### src/rtl/mem_arbiter_pkg.sv
// Shared types and constants for the single-port memory arbiter.
// Imported by the interface, the grant picker and the arbiter top.
package mem_arb_pkg;

  typedef enum logic [1:0] {
    IDLE = 2'd0,
    REQ  = 2'd1,
    RESP = 2'd2
  } state_e;

  localparam logic OWN_IFU = 1'b0;
  localparam logic OWN_LSU = 1'b1;

  localparam int ARB_FIXED = 0;
  localparam int ARB_RR    = 1;

endpackage

### src/rtl/mem_arbiter_if.sv
// Bundles the fetch, load/store and memory-side signals of the arbiter.
// slave = arbiter side; master = requesters plus memory driving the arbiter.
interface mem_arbiter_if #(
  parameter int ADDR_W = 32,
  parameter int DATA_W = 32,
  parameter int MASK_W = 8
);

  logic              ifu_req_valid;
  logic              ifu_req_ready;
  logic [ADDR_W-1:0] ifu_addr;
  logic              ifu_resp_valid;
  logic [DATA_W-1:0] ifu_rdata;

  logic              lsu_req_valid;
  logic              lsu_req_ready;
  logic [ADDR_W-1:0] lsu_addr;
  logic              lsu_wen;
  logic [DATA_W-1:0] lsu_wdata;
  logic [MASK_W-1:0] lsu_wmask;
  logic              lsu_resp_valid;
  logic [DATA_W-1:0] lsu_rdata;

  logic              mem_req_valid;
  logic              mem_req_ready;
  logic [ADDR_W-1:0] mem_addr;
  logic              mem_wen;
  logic [DATA_W-1:0] mem_wdata;
  logic [MASK_W-1:0] mem_wmask;
  logic              mem_resp_valid;
  logic [DATA_W-1:0] mem_rdata;

  logic              busy;
  logic              owner;
  logic              err;

  modport slave (
    input  ifu_req_valid, ifu_addr,
    output ifu_req_ready, ifu_resp_valid, ifu_rdata,
    input  lsu_req_valid, lsu_addr, lsu_wen, lsu_wdata, lsu_wmask,
    output lsu_req_ready, lsu_resp_valid, lsu_rdata,
    output mem_req_valid, mem_addr, mem_wen, mem_wdata, mem_wmask,
    input  mem_req_ready, mem_resp_valid, mem_rdata,
    output busy, owner, err
  );

  modport master (
    output ifu_req_valid, ifu_addr,
    input  ifu_req_ready, ifu_resp_valid, ifu_rdata,
    output lsu_req_valid, lsu_addr, lsu_wen, lsu_wdata, lsu_wmask,
    input  lsu_req_ready, lsu_resp_valid, lsu_rdata,
    input  mem_req_valid, mem_addr, mem_wen, mem_wdata, mem_wmask,
    output mem_req_ready, mem_resp_valid, mem_rdata,
    input  busy, owner, err
  );

endinterface

### src/rtl/mem_arbiter_pick.sv
// Two-requester grant picker: fixed priority (LSU wins) or round-robin
// against the last granted requester. Purely combinational.
module mem_arb_pick
  import mem_arb_pkg::*;
#(
  parameter int ARB_MODE = ARB_FIXED
) (
  input  logic ifu_valid,
  input  logic lsu_valid,
  input  logic last_grant,
  output logic gnt_ifu,
  output logic gnt_lsu
);

  always_comb begin
    gnt_ifu = 1'b0;
    gnt_lsu = 1'b0;
    if (ifu_valid && lsu_valid) begin
      // On a tie round-robin favours whoever was not served last.
      if ((ARB_MODE == ARB_RR) && (last_grant == OWN_LSU)) begin
        gnt_ifu = 1'b1;
      end else begin
        gnt_lsu = 1'b1;
      end
    end else begin
      gnt_ifu = ifu_valid;
      gnt_lsu = lsu_valid;
    end
  end

endmodule

### src/rtl/mem_arbiter.sv
// Shares one memory slave between instruction fetch and load/store with a
// single outstanding transaction and a watchdog that aborts hung accesses.
module mem_arbiter
  import mem_arb_pkg::*;
#(
  parameter int ADDR_W   = 32,
  parameter int DATA_W   = 32,
  parameter int MASK_W   = 8,
  parameter int ARB_MODE = ARB_FIXED,
  parameter int TIMEOUT  = 256
) (
  input  logic          clk,
  input  logic          rst,
  mem_arbiter_if.slave  bus
);

  localparam int WD_W = (TIMEOUT > 1) ? $clog2(TIMEOUT) : 1;
  localparam logic [WD_W-1:0] WD_LAST = WD_W'((TIMEOUT > 0) ? TIMEOUT - 1 : 0);

  state_e            state_q, state_d;
  logic              owner_q, owner_d;
  logic              last_grant_q, last_grant_d;
  logic [ADDR_W-1:0] addr_q, addr_d;
  logic              wen_q, wen_d;
  logic [DATA_W-1:0] wdata_q, wdata_d;
  logic [MASK_W-1:0] wmask_q, wmask_d;
  logic [WD_W-1:0]   wd_cnt_q, wd_cnt_d;

  logic              gnt_ifu, gnt_lsu;
  logic              ifu_ready, lsu_ready, req_valid;
  logic              resp_fire, abort, wd_expire;
  logic [DATA_W-1:0] resp_rdata;
  logic              resp_ifu, resp_lsu;

  mem_arb_pick #(
    .ARB_MODE (ARB_MODE)
  ) u_pick (
    .ifu_valid  (bus.ifu_req_valid),
    .lsu_valid  (bus.lsu_req_valid),
    .last_grant (last_grant_q),
    .gnt_ifu    (gnt_ifu),
    .gnt_lsu    (gnt_lsu)
  );

  assign wd_expire = (TIMEOUT != 0) && (wd_cnt_q == WD_LAST);

  always_comb begin
    state_d      = state_q;
    owner_d      = owner_q;
    last_grant_d = last_grant_q;
    addr_d       = addr_q;
    wen_d        = wen_q;
    wdata_d      = wdata_q;
    wmask_d      = wmask_q;
    wd_cnt_d     = wd_cnt_q;
    ifu_ready    = 1'b0;
    lsu_ready    = 1'b0;
    req_valid    = 1'b0;
    resp_fire    = 1'b0;
    resp_rdata   = '0;
    abort        = 1'b0;

    case (state_q)
      IDLE: begin
        ifu_ready = gnt_ifu;
        lsu_ready = gnt_lsu;
        if (bus.lsu_req_valid && gnt_lsu) begin
          addr_d       = bus.lsu_addr;
          wen_d        = bus.lsu_wen;
          wdata_d      = bus.lsu_wdata;
          wmask_d      = bus.lsu_wmask;
          owner_d      = OWN_LSU;
          last_grant_d = OWN_LSU;
          wd_cnt_d     = '0;
          state_d      = REQ;
        end else if (bus.ifu_req_valid && gnt_ifu) begin
          addr_d       = bus.ifu_addr;
          wen_d        = 1'b0;
          wdata_d      = '0;
          wmask_d      = '0;
          owner_d      = OWN_IFU;
          last_grant_d = OWN_IFU;
          wd_cnt_d     = '0;
          state_d      = REQ;
        end
      end
      REQ: begin
        req_valid = 1'b1;
        wd_cnt_d  = wd_cnt_q + WD_W'(1);
        if (wd_expire) begin
          resp_fire = 1'b1;
          abort     = 1'b1;
          state_d   = IDLE;
        end else if (bus.mem_req_ready) begin
          state_d = RESP;
        end
      end
      RESP: begin
        wd_cnt_d = wd_cnt_q + WD_W'(1);
        // A genuine response beats a watchdog expiry in the same cycle.
        if (bus.mem_resp_valid) begin
          resp_fire  = 1'b1;
          resp_rdata = bus.mem_rdata;
          state_d    = IDLE;
        end else if (wd_expire) begin
          resp_fire = 1'b1;
          abort     = 1'b1;
          state_d   = IDLE;
        end
      end
      default: state_d = IDLE;
    endcase

    if (rst) begin
      ifu_ready = 1'b0;
      lsu_ready = 1'b0;
      req_valid = 1'b0;
      resp_fire = 1'b0;
      abort     = 1'b0;
    end
  end

  always_ff @(posedge clk) begin
    if (rst) begin
      state_q      <= IDLE;
      owner_q      <= OWN_IFU;
      last_grant_q <= OWN_IFU;
      addr_q       <= '0;
      wen_q        <= 1'b0;
      wdata_q      <= '0;
      wmask_q      <= '0;
      wd_cnt_q     <= '0;
    end else begin
      state_q      <= state_d;
      owner_q      <= owner_d;
      last_grant_q <= last_grant_d;
      addr_q       <= addr_d;
      wen_q        <= wen_d;
      wdata_q      <= wdata_d;
      wmask_q      <= wmask_d;
      wd_cnt_q     <= wd_cnt_d;
    end
  end

  assign resp_ifu = resp_fire && (owner_q == OWN_IFU);
  assign resp_lsu = resp_fire && (owner_q == OWN_LSU);

  assign bus.ifu_req_ready  = ifu_ready;
  assign bus.lsu_req_ready  = lsu_ready;
  assign bus.ifu_resp_valid = resp_ifu;
  assign bus.ifu_rdata      = resp_ifu ? resp_rdata : '0;
  assign bus.lsu_resp_valid = resp_lsu;
  assign bus.lsu_rdata      = resp_lsu ? resp_rdata : '0;

  assign bus.mem_req_valid  = req_valid;
  assign bus.mem_addr       = addr_q;
  assign bus.mem_wen        = wen_q;
  assign bus.mem_wdata      = wdata_q;
  assign bus.mem_wmask      = wmask_q;

  assign bus.busy           = (state_q != IDLE);
  assign bus.owner          = owner_q;
  assign bus.err            = abort;

endmodule

### src/flat_wrapper.sv
// flat-port wrapper written by rule: the top's interface ports become plain ports
module mem_arbiter_flat import mem_arb_pkg::*;
#(
  parameter int ADDR_W   = 32,
  parameter int DATA_W   = 32,
  parameter int MASK_W   = 8,
  parameter int ARB_MODE = ARB_FIXED,
  parameter int TIMEOUT  = 256
)
  (clk, rst, bus_ifu_req_valid, bus_ifu_addr, bus_ifu_req_ready, bus_ifu_resp_valid, bus_ifu_rdata, bus_lsu_req_valid, bus_lsu_addr, bus_lsu_wen, bus_lsu_wdata, bus_lsu_wmask, bus_lsu_req_ready, bus_lsu_resp_valid, bus_lsu_rdata, bus_mem_req_valid, bus_mem_addr, bus_mem_wen, bus_mem_wdata, bus_mem_wmask, bus_mem_req_ready, bus_mem_resp_valid, bus_mem_rdata, bus_busy, bus_owner, bus_err);
  mem_arbiter_if #(.ADDR_W(ADDR_W), .DATA_W(DATA_W), .MASK_W(MASK_W)) bus_i ();
  input  logic clk;
  input  logic rst;
  input wire logic [$bits(bus_i.ifu_req_valid)-1:0] bus_ifu_req_valid;
  input wire logic [$bits(bus_i.ifu_addr)-1:0] bus_ifu_addr;
  output wire logic [$bits(bus_i.ifu_req_ready)-1:0] bus_ifu_req_ready;
  output wire logic [$bits(bus_i.ifu_resp_valid)-1:0] bus_ifu_resp_valid;
  output wire logic [$bits(bus_i.ifu_rdata)-1:0] bus_ifu_rdata;
  input wire logic [$bits(bus_i.lsu_req_valid)-1:0] bus_lsu_req_valid;
  input wire logic [$bits(bus_i.lsu_addr)-1:0] bus_lsu_addr;
  input wire logic [$bits(bus_i.lsu_wen)-1:0] bus_lsu_wen;
  input wire logic [$bits(bus_i.lsu_wdata)-1:0] bus_lsu_wdata;
  input wire logic [$bits(bus_i.lsu_wmask)-1:0] bus_lsu_wmask;
  output wire logic [$bits(bus_i.lsu_req_ready)-1:0] bus_lsu_req_ready;
  output wire logic [$bits(bus_i.lsu_resp_valid)-1:0] bus_lsu_resp_valid;
  output wire logic [$bits(bus_i.lsu_rdata)-1:0] bus_lsu_rdata;
  output wire logic [$bits(bus_i.mem_req_valid)-1:0] bus_mem_req_valid;
  output wire logic [$bits(bus_i.mem_addr)-1:0] bus_mem_addr;
  output wire logic [$bits(bus_i.mem_wen)-1:0] bus_mem_wen;
  output wire logic [$bits(bus_i.mem_wdata)-1:0] bus_mem_wdata;
  output wire logic [$bits(bus_i.mem_wmask)-1:0] bus_mem_wmask;
  input wire logic [$bits(bus_i.mem_req_ready)-1:0] bus_mem_req_ready;
  input wire logic [$bits(bus_i.mem_resp_valid)-1:0] bus_mem_resp_valid;
  input wire logic [$bits(bus_i.mem_rdata)-1:0] bus_mem_rdata;
  output wire logic [$bits(bus_i.busy)-1:0] bus_busy;
  output wire logic [$bits(bus_i.owner)-1:0] bus_owner;
  output wire logic [$bits(bus_i.err)-1:0] bus_err;
  assign bus_i.ifu_req_valid = bus_ifu_req_valid;
  assign bus_i.ifu_addr = bus_ifu_addr;
  assign bus_ifu_req_ready = bus_i.ifu_req_ready;
  assign bus_ifu_resp_valid = bus_i.ifu_resp_valid;
  assign bus_ifu_rdata = bus_i.ifu_rdata;
  assign bus_i.lsu_req_valid = bus_lsu_req_valid;
  assign bus_i.lsu_addr = bus_lsu_addr;
  assign bus_i.lsu_wen = bus_lsu_wen;
  assign bus_i.lsu_wdata = bus_lsu_wdata;
  assign bus_i.lsu_wmask = bus_lsu_wmask;
  assign bus_lsu_req_ready = bus_i.lsu_req_ready;
  assign bus_lsu_resp_valid = bus_i.lsu_resp_valid;
  assign bus_lsu_rdata = bus_i.lsu_rdata;
  assign bus_mem_req_valid = bus_i.mem_req_valid;
  assign bus_mem_addr = bus_i.mem_addr;
  assign bus_mem_wen = bus_i.mem_wen;
  assign bus_mem_wdata = bus_i.mem_wdata;
  assign bus_mem_wmask = bus_i.mem_wmask;
  assign bus_i.mem_req_ready = bus_mem_req_ready;
  assign bus_i.mem_resp_valid = bus_mem_resp_valid;
  assign bus_i.mem_rdata = bus_mem_rdata;
  assign bus_busy = bus_i.busy;
  assign bus_owner = bus_i.owner;
  assign bus_err = bus_i.err;
  mem_arbiter #(.ADDR_W(ADDR_W), .DATA_W(DATA_W), .MASK_W(MASK_W), .ARB_MODE(ARB_MODE), .TIMEOUT(TIMEOUT)) u_core (.clk(clk), .rst(rst), .bus(bus_i));
endmodule
### config.mk
export PLATFORM = sky130hd
export DESIGN_NAME = mem_arbiter_flat
export DESIGN_NICKNAME = d
export VERILOG_FILES = /design/src/rtl/mem_arbiter_pkg.sv /design/src/rtl/mem_arbiter_if.sv /design/src/rtl/mem_arbiter_pick.sv /design/src/rtl/mem_arbiter.sv /design/src/flat_wrapper.sv
export SDC_FILE = /design/constraint.sdc
export NUM_CORES = 1
export LEC_CHECK = 0
export ABC_CLOCK_PERIOD_IN_PS = 4100
export BUFFER_PORTS_ARGS = -buffer_cell sky130_fd_sc_hd__buf_2
export CORE_AREA = 3 3 110 112
export CTS_CLUSTER_DIAMETER = 50
export DETAILED_ROUTE_END_ITERATION = 12
export DIE_AREA = 0 0 113 115
export GPL_ROUTABILITY_DRIVEN = 0
export MAX_ROUTING_LAYER = met4
export PLACE_DENSITY = 0.65
export SETUP_SLACK_MARGIN = 0.1
export SLEW_MARGIN = 20
export SYNTH_ARGS = -nofsm -noshare
export SYNTH_HDL_FRONTEND = slang
export SYNTH_SLANG_ARGS = --single-unit
### constraint.sdc
create_clock -name clk -period 4.1 [get_ports clk]
set_input_delay 0.205 -clock clk [delete_from_list [all_inputs] [get_ports clk]]
set_output_delay 0.205 -clock clk [all_outputs]
set_load 0.05 [all_outputs]
# Yosys cells after proc, flatten, opt, wreduce, memory -nomap -nowiden
# Cells that the tools add are included.
[classes] shifts=0 order_cmp=0 add_sub_neg=1 reduce_logical=13 div=0 muxes=37 eq_ne=6 bitwise=1 mul=0
[op_table] op="32-bit two-way mux" count=8
[op_table] op="8-bit two-way mux" count=3
[op_table] op="1-bit two-way mux" count=16
[op_table] op="8-bit case mux with 2 select lines" count=1
[op_table] op="2-bit two-way mux" count=6
[op_table] op="8-bit by 1-bit adder with 8-bit output, second input constant" count=1
[op_table] op="8-bit == test, second input constant" count=1
[op_table] op="3-bit by 2-bit != test with 1-bit output, second input constant" count=2
[op_table] op="2-bit case mux with 3 select lines" count=1
[op_table] op="2-bit nonzero test" count=3
[op_table] op="1-bit logical AND" count=5
[op_table] op="1-bit case mux with 2 select lines" count=2
[op_table] op="2-bit AND reduction" count=2
[op_table] op="3-bit by 1-bit != test with 1-bit output, second input constant" count=1
[op_table] op="3-bit AND reduction" count=1
[op_table] op="2-bit by 1-bit == test with 1-bit output, second input constant" count=1
[op_table] op="2-bit == test, second input constant" count=1
[op_table] op="2-bit zero test" count=1
[op_table] op="2-bit OR reduction" count=1
[op_table] op="1-bit NOT" count=1
[word_totals] mem_bits_rw=0 reg_bits=84 input_bits=143 n_memories=0 mem_bits_ro=0 wordCells=65 latchBits=0

# Depth between registers and ports, before layout
[logic_depth] depth_word=7 mapped_depth=8 ltp_nobuf=6

# By module
# From an unflattened synthesis, not the netlist that was laid out.
[hier_totals] hier_cells=470 hier_area_um2=4154.0
[modules_own_cells] mod="mem_arbiter" seq_area_each_um2=1681.6 cells_per_inst=468 n_inst=1 area_per_inst_um2=4144.0
[modules_own_cells] mod="mem_arb_pick" seq_area_each_um2=0.0 cells_per_inst=2 n_inst=1 area_per_inst_um2=10.0

# Worst setup path before layout
# No wires, ideal clock.
[synth_path] path_type="flip-flop to output port" start="register u_core.state_q[0]" end="output bus_err" stages_incl_launch_ff=5 required_ns=3.895 n_path_buf=0 setup_slack_ns=1.475 t_arrival_ns=2.420 cell_sequence="dfxtp_1 > inv_1 > ha_1 > nand2b_1 > nor4_1"
[synth_via] elab_chain_len=3 elab_cells_between_ends=4 cone_classes="2 x eq/ne; 2 x mux"
[synth_rtl] element="start: declaration" line="mem_arbiter.sv:20" source="state_e state_q, state_d;"
[synth_rtl] element="start signal: assignment" line="mem_arbiter.sv:134" source="state_q <= state_d;"
[synth_rtl] element="2-bit == test or 2-bit by 1-bit == test with 1-bit output (tied branches)" line="mem_arbiter.sv:63" source="case (state_q)"
[synth_rtl] element="1-bit case mux with 2 select lines (*)" line="mem_arbiter.sv:63"
[synth_rtl] element="1-bit two-way mux (*)" line="mem_arbiter.sv:114" source="if (rst) begin"
[synth_rtl] element="end: declaration" line="flat_wrapper.sv:37" source="output wire logic [$bits(bus_i.err)-1:0] bus_err;"
# Every way passes the cells marked *; elsewhere a longest branch is shown, timed or not.

# Worst setup path after layout
[layout_path] start="register u_core.state_q[0]" end="output bus_lsu_rdata[6]"
[layout_via] elab_chain_len=5 elab_cells_between_ends=7 cone_classes="2 x eq/ne; 4 x mux; 1 x reduce/logical"
[layout_rtl] element="2-bit == test or 2-bit by 1-bit == test with 1-bit output (tied branches)" line="mem_arbiter.sv:63"
[layout_rtl] element="1-bit case mux with 2 select lines" line="mem_arbiter.sv:63"
[layout_rtl] element="1-bit two-way mux" line="mem_arbiter.sv:114"
[layout_rtl] element="1-bit logical AND" line="mem_arbiter.sv:146" source="assign resp_lsu = resp_fire && (owner_q == OWN_LSU);"
[layout_rtl] element="32-bit two-way mux (*)" line="mem_arbiter.sv:153" source="assign bus.lsu_rdata = resp_lsu ? resp_rdata : '0;"
[layout_rtl] element="end: declaration" line="flat_wrapper.sv:26" source="output wire logic [$bits(bus_i.lsu_rdata)-1:0] bus_lsu_rdata;"
# Marked as above.

==> results_dict.tcl <==
set metrics [dict create \
    netSwitchingFraction 0.383 \
    cts_setup_buffers 0 \
    tns_ps 0 \
    antenna_found_initial 1 \
    min_period_over_period 0.682 \
    cpPeakStageDelay_ps 620 \
    postCtsResizedCells 0 \
    fin_util 0.491 \
    rows 39 \
    path_clk_slew_ps 60 \
    dp_hpwl_mm 9.60 \
    h-tree-depth 3 \
    ys_seq_area_frac 0.448 \
    synth.avg_cell_area_um2 8.85 \
    syn_to_final_growth_pct 48.3 \
    dieArea_um2 13000 \
    globalRouteOverflowTotal 0 \
    io_pins 288 \
    yosysUniqueCellTypes 35 \
    p_per_area_nw_per_um2 477 \
    power_frac_seq 0.369 \
    place.port_buffers 287 \
    cp-start-kind "register" \
    grt_max_degree 46 \
    yosys_warnings 0 \
    wl_per_cell_um 14.4 \
    cts_inserted_buffers 9 \
    arrival_ps 2590 \
    die_width_um 113 \
    worstHoldPathType "input pin to register" \
    cap_violations 0 \
    worst_slew_pin_slew_ps 815 \
    post-route-min-period_ps 2800 \
    p_clk_frac 0.305 \
    grt_use_total 0.183 \
    slew-limit-headroom 0.454 \
    p_leak_nw 2.85 \
    cts_hold_buf 0 \
    fin_nets 843 \
    final_max_slew_viol_count 0 \
    die_h_um 115 \
    syn_nets 572 \
    final_antenna_net_count 0 \
    coreArea_um2 11300 \
    clk_path_buf_depth 2 \
    finalSetupViolations 0 \
    ctsRootBufferMaster "clkbuf_16" \
    initial_core_util 0.331 \
    drc 0 \
    clock-sinks 84 \
    max-vdd-ir-drop_mv 0.276 \
    drtIter0Drc 129 \
    drive_gt1_frac 0.456 \
    hold_viol 0 \
    power_switching_mw 1.02 \
    firstDrtPassIters 4 \
    syn_inst 424 \
    combPwrFrac 0.326 \
    synthArstFlopShare 0 \
    ys_seq_elements 84 \
    clock_latency_ps 330 \
    cp_slowest_cell "o21ai_4" \
    via_count 4029 \
    viasPerCell 4.77 \
    internal-power_mw 1.64 \
    cp-end-kind "primary output" \
    rsz0062_at_grt "no" \
    skew_ps 2.66 \
    synth_flop_cell "dfxtp_1" \
    grt_pass1_wl_mm 18.7 \
    syn_area_um2 3750 \
    cp_cell_sequence "inv_1 > ha_1 > and2_1 > buf_4 > nor2b_1 > o21ai_4 > nor2_1 > buf_2" \
    routed_wl_mm 12.1 \
    cp_max_fo 33 \
    outcome "finished, final reports clean" \
    grt_pass1_vias 3805 \
    cp.required_ps 3890 \
    r2r_slack_ps 2050 \
    fmax_mhz 358 \
    synth_edf_count 0 \
    cts_tree "built" \
    path_class "register to primary output" \
]
registers in the layout, indices dropped and copies added (netlist names):
register              flops
u_core.bus.mem_wen        1
u_core.wd_cnt_q           8
u_core.bus.mem_wmask      8
u_core.bus.mem_wdata     32
u_core.bus.mem_addr      32
u_core.bus.owner          1
u_core.state_q            2
Yosys cell counts (all sizes together), types with 2 or more instances:
cell / count / share of area
nor4: 3 / 0.0090
dfxtp: 84 / 0.45
nand2: 37 / 0.037
nor3b: 3 / 0.0073
buf: 21 / 0.037
nor2: 110 / 0.11
a21oi: 4 / 0.0053
o21a: 2 / 0.0040
a211oi: 32 / 0.064
nor2b: 4 / 0.0067
ha: 5 / 0.017
nor3: 4 / 0.0053
mux2i: 32 / 0.085
xnor2: 5 / 0.012
o21ai: 4 / 0.0063
a22o: 41 / 0.096
inv: 6 / 0.0060
clkbuf: 13 / 0.013
nand3: 3 / 0.0040
power groups by stage:
| stage | registers, mW | logic [mW] | clock network (mW) |
|---|---|---|---|
| finish | 0.980 | 0.867 | 0.809 |
| floorplan | 1.34 | 0.289 | 0 |
| detailed placement | 0.994 | 0.873 | 0 |
| global placement | 0.993 | 0.861 | 0 |
| global route | 0.995 | 0.926 | 0.863 |
| CTS | 0.979 | 0.874 | 0.832 |
worst max-delay path: cells and delay by family, from the launching register on:
kind                       cells  cell delay (ps)
and+or+nand+nor                3              490
adders and majority gates      1              220
DFF                            1              380
buffers and inverters          3              540
AOI/OAI and AO/OA              1              620
metal layers:
layer | routed length, um | vias to the layer above | global-route usage | share of wire
li1 | - | 2016 | - | -
met1 | 4830 | 1797 | 0.210 | 0.40
met2 | 6020 | 200 | 0.308 | 0.50
met3 | 1020 | 16 | 0.0437 | 0.084
met4 | 282 | 0 | 0.0737 | 0.023
met5 | 0 | - | - | 0
path summary, 6_finish.rpt:
kind                       startpoint                  endpoint  cells after the start
max                 u_core.state_q[0]          bus_lsu_rdata[6]                      8
min reg2reg  u_core.bus.mem_wdata[18]  u_core.bus.mem_wdata[18]                      1
max reg2reg         u_core.state_q[0]    u_core.bus.mem_addr[7]                      7
min                 bus_lsu_wdata[20]  u_core.bus.mem_wdata[20]                      2
through the flow:
stage	hold WS [ps]	setup slack, ps	total power [mW]	instance area [um^2]	instances
after global routing	79.0	1080	2.78	5560	844
after detailed placement	426	1350	1.87	5250	827
after floorplan	338	1480	1.62	3750	424
after CTS	72.7	988	2.68	5550	843
after global placement	421	1490	1.85	5250	827
final	86.4	1300	2.66	5560	844
cells by family (layout without fill, tap and decap cells):
family,Yosys count,after routing,synth area share
simple gates,171,171,0.197
compound gates,87,87,0.186
flops,84,84,0.448
buf+inv,40,316,0.0557
mux,32,32,0.0854
fa+ha+maj,5,5,0.0167
xor+xnor,5,5,0.0117
other cells,0,1,0
cell usage in the layout (no fill, tap or decap), types with 3 or more instances in the layout:
cell type | Yosys | final
buf_4 | 0 | 7
xnor2_1 | 5 | 5
nand3_1 | 3 | 3
a21oi_1 | 4 | 4
nand2_1 | 37 | 37
a22o_1 | 41 | 41
inv_1 | 6 | 6
nor3_1 | 4 | 4
nor2b_1 | 4 | 4
nor2_1 | 110 | 107
clkinvlp_4 | 0 | 3
ha_1 | 5 | 5
o21ai_0 | 3 | 3
buf_2 | 11 | 287
clkbuf_16 | 0 | 9
dfxtp_1 | 84 | 84
a211oi_1 | 32 | 32
mux2i_1 | 32 | 32
area by class of cell:
type                    count  area (um^2)
repair buffers            294         1490
fillers                  1066         5760
multi-input cells         300         1890
diodes                      1         2.50
clock inverters             7         75.1
clock buffers               9          225
inverters                   6         22.5
well taps                 143          179
flip-flops and latches     84         1680
No activity file was read; power rests on OpenSTA's default activity.
